$ cat src/rtl/fifo_pkg.sv
// fifo_pkg: shared definitions for the programmable synchronous FIFO.
//   clog2_cnt()  - width needed to hold an occupancy of 0..depth
//   fifo_mode_e  - read-port mode (registered or first-word-fall-through)
//   mode_of()    - maps the integer FWFT parameter onto fifo_mode_e
package fifo_pkg;

  // Type used for width values produced by clog2_cnt.
  typedef int unsigned fifo_cnt_w_t;

  typedef enum logic {
    FIFO_STD  = 1'b0,
    FIFO_FWFT = 1'b1
  } fifo_mode_e;

  // The count must reach depth itself, hence depth+1 states.
  function automatic fifo_cnt_w_t clog2_cnt(input int depth);
    return fifo_cnt_w_t'($clog2(depth + 1));
  endfunction

  function automatic fifo_mode_e mode_of(input int fwft);
    return (fwft != 0) ? FIFO_FWFT : FIFO_STD;
  endfunction

endpackage

$ cat src/rtl/fifo_ram_sdp.sv
// fifo_ram_sdp: simple dual-port storage, one synchronous write port and one
// asynchronous read port. Contents are never reset.
//   clk    in  clock, rising edge
//   we     in  write enable
//   waddr  in  write address
//   wdata  in  write data
//   raddr  in  read address
//   rdata  out read data (combinational from raddr)
module fifo_ram_sdp #(
  parameter int WIDTH = 16,
  parameter int DEPTH = 8,
  parameter int AW    = $clog2(DEPTH)
) (
  input  logic             clk,
  input  logic             we,
  input  logic [AW-1:0]    waddr,
  input  logic [WIDTH-1:0] wdata,
  input  logic [AW-1:0]    raddr,
  output logic [WIDTH-1:0] rdata
);

  logic [WIDTH-1:0] mem [DEPTH];

  always_ff @(posedge clk) begin
    if (we) mem[waddr] <= wdata;
  end

  assign rdata = mem[raddr];

endmodule

$ cat src/rtl/fifo_prog_sync.sv
// fifo_prog_sync: parametrised single-clock FIFO with programmable
// almost-full/almost-empty thresholds, occupancy count, arbitrary depth and
// optional first-word-fall-through read port.
//   clk, rst_n              clock (rising) and async active-low reset
//   data_in, wr_en          write data / request
//   rd_en                   pop request
//   af_thresh, ae_thresh    almost-full (count >= af) / almost-empty (count <= ae)
//   data_out, rd_valid      read data and its valid
//   wr_ack, overflow        one-cycle pulses: previous write accepted / rejected
//   underflow               one-cycle pulse: previous read rejected (empty)
//   full, empty, almostfull, almostempty, count   occupancy status
module fifo_prog_sync
  import fifo_pkg::*;
#(
  parameter  int FIFO_WIDTH = 16,
  parameter  int FIFO_DEPTH = 8,
  parameter  int FWFT       = 0,
  localparam int CNT_W      = int'(clog2_cnt(FIFO_DEPTH))
) (
  input  logic                  clk,
  input  logic                  rst_n,
  input  logic [FIFO_WIDTH-1:0] data_in,
  input  logic                  wr_en,
  input  logic                  rd_en,
  input  logic [CNT_W-1:0]      af_thresh,
  input  logic [CNT_W-1:0]      ae_thresh,
  output logic [FIFO_WIDTH-1:0] data_out,
  output logic                  rd_valid,
  output logic                  wr_ack,
  output logic                  overflow,
  output logic                  underflow,
  output logic                  full,
  output logic                  empty,
  output logic                  almostfull,
  output logic                  almostempty,
  output logic [CNT_W-1:0]      count
);

  localparam int               PTR_W   = $clog2(FIFO_DEPTH);
  localparam fifo_mode_e       MODE    = mode_of(FWFT);
  localparam logic [CNT_W-1:0] DEPTH_C = CNT_W'(FIFO_DEPTH);
  localparam logic [PTR_W-1:0] LAST_C  = PTR_W'(FIFO_DEPTH - 1);

  logic [PTR_W-1:0]      wr_ptr, rd_ptr;
  logic                  wr_ok, rd_ok;
  logic [FIFO_WIDTH-1:0] ram_rdata;

  // Depth need not be a power of two, so wrap on an explicit compare.
  function automatic logic [PTR_W-1:0] ptr_inc(input logic [PTR_W-1:0] p);
    return (p == LAST_C) ? '0 : p + PTR_W'(1);
  endfunction

  // Status flags come straight from the registered count so a threshold
  // change is reflected in the same cycle. A zero af_thresh and an
  // ae_thresh at or above the depth fall out of the compares naturally.
  assign full        = (count == DEPTH_C);
  assign empty       = (count == '0);
  assign almostfull  = (count >= af_thresh);
  assign almostempty = (count <= ae_thresh);

  // A write into a full FIFO is still accepted when a pop frees a slot in
  // the same edge; a read of an empty FIFO is never bypassed from data_in.
  assign rd_ok = rd_en & ~empty;
  assign wr_ok = wr_en & (~full | rd_ok);

  fifo_ram_sdp #(
    .WIDTH (FIFO_WIDTH),
    .DEPTH (FIFO_DEPTH),
    .AW    (PTR_W)
  ) u_ram (
    .clk   (clk),
    .we    (wr_ok),
    .waddr (wr_ptr),
    .wdata (data_in),
    .raddr (rd_ptr),
    .rdata (ram_rdata)
  );

  // ---- stage p1: pointers, occupancy and handshake pulses ----
  always_ff @(posedge clk or negedge rst_n) begin
    if (!rst_n) begin
      wr_ptr    <= '0;
      rd_ptr    <= '0;
      count     <= '0;
      wr_ack    <= 1'b0;
      overflow  <= 1'b0;
      underflow <= 1'b0;
    end else begin
      if (wr_ok) wr_ptr <= ptr_inc(wr_ptr);
      if (rd_ok) rd_ptr <= ptr_inc(rd_ptr);
      case ({wr_ok, rd_ok})
        2'b10:   count <= count + CNT_W'(1);
        2'b01:   count <= count - CNT_W'(1);
        default: count <= count;
      endcase
      wr_ack    <= wr_ok;
      overflow  <= wr_en & ~wr_ok;
      underflow <= rd_en & empty;
    end
  end

  generate
    if (MODE == FIFO_FWFT) begin : g_fwft
      // Head word is always on display; rd_en consumes it at the edge.
      assign data_out = ram_rdata;
      assign rd_valid = ~empty;
    end else begin : g_std
      logic [FIFO_WIDTH-1:0] rd_data_p1;
      logic                  vld_p1;

      // ---- stage p1: registered read data ----
      always_ff @(posedge clk or negedge rst_n) begin
        if (!rst_n) begin
          rd_data_p1 <= '0;
          vld_p1     <= 1'b0;
        end else begin
          vld_p1 <= rd_ok;
          if (rd_ok) rd_data_p1 <= ram_rdata;
        end
      end

      assign data_out = rd_data_p1;
      assign rd_valid = vld_p1;
    end
  endgenerate

endmodule

$ cat config.mk
export PLATFORM = sky130hd
export DESIGN_NAME = fifo_prog_sync
export DESIGN_NICKNAME = d
export VERILOG_FILES = /design/src/rtl/fifo_pkg.sv /design/src/rtl/fifo_ram_sdp.sv /design/src/rtl/fifo_prog_sync.sv
export SDC_FILE = /design/constraint.sdc
export NUM_CORES = 1
export LEC_CHECK = 0
export CAP_MARGIN = 20
export CORE_MARGIN = 2
export CORE_UTILIZATION = 45
export CTS_BUF_LIST = sky130_fd_sc_hd__clkbuf_4
export CTS_CLUSTER_SIZE = 16
export DETAILED_ROUTE_END_ITERATION = 8
export SLEW_MARGIN = 20
export SYNTH_ARGS = -nofsm -noshare
export SYNTH_HDL_FRONTEND = slang
export SYNTH_SLANG_ARGS = --single-unit
$ cat constraint.sdc
create_clock -name clk -period 3.5 [get_ports clk]
set_input_delay 1.05 -clock clk [delete_from_list [all_inputs] [get_ports clk]]
set_output_delay 1.05 -clock clk [all_outputs]
set_load 0.01 [all_outputs]
==> run_results.csv <==
group,metric,value,unit
die,dieArea,15300,um2
timing,rsz0062_at_grt,"no",
timing,min_period_over_period,96.8,%
die,core-area,13900,um2
die,dieWidth,124,um
route,dr.pass1.iters,5,
timing,tns,0,ns
worst_setup_path,crit_required,2.45,ns
worst_setup_path,cp-start-kind,"input pin",
placed_design,gp_congestion,0.688,
die,die_h,124,um
synth,avgSynthCellArea,16.4,um2
worst_setup_path,worstPathArrival,2.34,ns
run,cap_violations,0,
synth,synth_top_family_by_area,"multiplexers",
synth,synth-seq-area-share,71.3,%
clocking,cts_tree,"yes",
clocking,cts-htree-levels,4,
die,start_util,46.3,%
synth,yosys.area_share.adder,3.03,%
die,rows,43,
layout,n_fill_cell,1137,
worst_setup_path,path_class,"input pin to output pin",
layout,area_delta_synth_final,17.0,%
synth,ys_top_cells_by_count,"edfxtp_1, mux2i_1, mux2_2, dfrtp_1, nand2_1",
hold_path,hold_depth,2,
route,viasPerCell,5.33,
hold_path,hold_class,"flop to flop",
power_and_ir_drop,leakage,2.79,nW
synth,synth_area_leader_cell,"edfxtp_1",
route,drc,0,
clocking,cts_root_buf,"clkbuf_4",
synth,yosys_warnings,0,
worst_setup_path,end_kind,"output pin",
clocking,cts.hold.buffers_added,0,
timing,fin_hold_ws,0.498,ns
clocking,clock_latency,0.55,ns
synth,synth_cell_types,39,
global_routing,globalRoute.totalOverflow,0,
route,routed_wl,12.3,mm
clocking,cts_inserted_buffers,17,
layout,num_antenna_cells,0,
synth,syn_area,6450,um2
timing,setup_viol,0,
route,antenna_violating_nets_post_route,0,
synth,synth_area_leaders,"edfxtp_1, dfrtp_1, mux2_2, mux2i_1, ha_1",
synth,yosysTopAreaCellShare,59.6,%
layout,multi_input_area,1740,um2
timing,skew,0.0224,ns
timing,slew_headroom,32.3,%
placed_design,dpl.hpwl,7.42,mm
clocking,clk_pin_slew_worst_paths,0.13,ns
synth,synthArstFlopShare,19.0,%
synth,ys_seq_elements,158,
synth,synth.area.mux_share,11.1,%
synth,synth_simple_gate_area_share,4.17,%
die,ios,56,
synth,yosysMostFrequentCell,"edfxtp_1",
synth,ys.flop_type,"edfxtp_1",
synth,synth_compound_area_share,7.30,%
synth,mappedNetlistNets,437,
worst_setup_path,path_max_fanout,1,
global_routing,track_usage,17.5,%
global_routing,antenna_found_initial,0,
layout,fin_nets,512,
timing,fin_ws,0.114,ns
layout,seq_area,4600,um2
placed_design,place_ws,-0.522,ns
power_and_ir_drop,total_power,0.00556,W
power_and_ir_drop,peakVddDrop,0.290,mV
timing,worst_pin_slew,1.01,ns
synth,synth_edf_count,128,
global_routing,grt_pass1_vias,3444,
run_status,outcome,"complete, no violations",
route,wl_per_cell,18.6,um
global_routing,grt_pass1_wl,19.1,mm
timing,hold_violations,0,
timing,fin_crit,3.39,ns
clocking,cts_buffer_depth,2,
worst_setup_path,reg2reg_depth,8,
layout,drive_gt1_share,21.0,%
synth,postSynthCellCount,394,
global_routing,grt_max_degree,48,
route,drt_iter0_drc,200,
route,vias,3522,
timing,fmax,295,MHz
power_and_ir_drop,power.density,737,nW/um2
synth,synth-xor-area-share,0.543,%
placed_design,port_buffers,55,
timing,drv_slew,0,
clocking,cts_num_sinks,158,
-- final timing paths --
check	slack (ns)	startpoint	end
worst max-delay path	0.11	ae_thresh[0]	almostempty
worst min-delay path	0.50	data_out[2]	data_out[2]
worst max register to register	1.24	count[2]	count[3]
worst min register to register	0.50	data_out[2]	data_out[2]
max in group asynchronous	2.24	rst_n	rd_ptr[0]
min in group asynchronous	0.91	rst_n	data_out[2]
-- cell families after synthesis --
| logic type | after synthesis |
|---|---|
| AO/OA/AOI/OAI | 63 |
| flip-flops | 158 |
| buffers and inverters | 31 |
| XOR/XNOR | 4 |
| AND/OR/NAND/NOR | 56 |
| adder cells (fa/ha/maj) | 15 |
| multiplexers | 67 |
-- repair_timing --
| action | 4_1_cts | 5_1_grt |
|---|---|---|
| cloned | 0 | 0 |
| endpoints found under the setup margin | 2 | 1 |
| buffers inserted | 0 | 0 |
| pin swaps | 6 | 2 |
| resized for setup | 12 | 1 |
-- layout by cell type (no fill, tap or decap), types with 3 or more instances in the layout --
cell,Yosys,routed
edfxtp_1,128,128
mux2_2,32,32
nand2b_1,5,5
mux2i_1,34,34
clkinv_2,0,5
clkdlybuf4s50_1,0,50
dlygate4sd2_1,0,3
o22ai_1,16,16
ha_1,14,13
o21ai_1,16,17
a21o_1,6,6
nor3_2,0,4
a221o_1,16,16
nor2_1,7,6
dfrtp_1,30,29
nand2_1,28,28
clkbuf_4,0,19
buf_4,2,19
inv_1,11,11
-- state kept, by name, summed over array words and instances, names as in the netlist --
| register | flops |
|---|---|
| rd_ptr | 3 |
| wr_ack | 1 |
| u_ram.mem | 128 |
| data_out | 16 |
| rd_valid | 1 |
| underflow | 1 |
| count | 4 |
| wr_ptr | 3 |
| overflow | 1 |
-- worst max-delay path, cell delays in order --
cell and delay (ns):
clkdlybuf4s50_1 0.47, ha_1 0.15, nor2b_1 0.05, o21a_1 0.16
o21a_1 0.18, o21ai_1 0.13, buf_2 0.16
-- where the power goes --
group	switching, W	internal, W
combinational	0.000960	0.000985
sequential	0.000270	0.00239
clock	0.000597	0.000357
-- layout make-up --
| type | instances | area share, % |
|---|---|---|
| multi-input combinational | 205 | 23.1 |
| sequential | 158 | 60.9 |
| clock buffer | 19 | 1.89 |
| inverter | 12 | 0.597 |
| timing repair buffer | 75 | 9.27 |
| tap | 180 | 2.99 |
| clock inverter | 12 | 1.26 |
-- metal layers --
layer  global-route usage, %  wire (um)  up-vias
met2                    27.4       5860       72
met5                       0          0        -
met1                    23.5       5650     1762
li1                        -          -     1668
met4                    7.17        215        0
met3                    4.58        563       20
-- through the flow --
step / cells / area [um2] / utilization [%]
2_1_floorplan: 394 / 6450 / -
3_3_place_gp: 630 / 7310 / 52.4
3_5_place_dp: 630 / 7310 / 52.4
4_1_cts: 661 / 7530 / 54.0
5_1_grt: 661 / 7540 / 54.1
6_report: 661 / 7540 / 54.1
(Power assumes the default switching activity.)
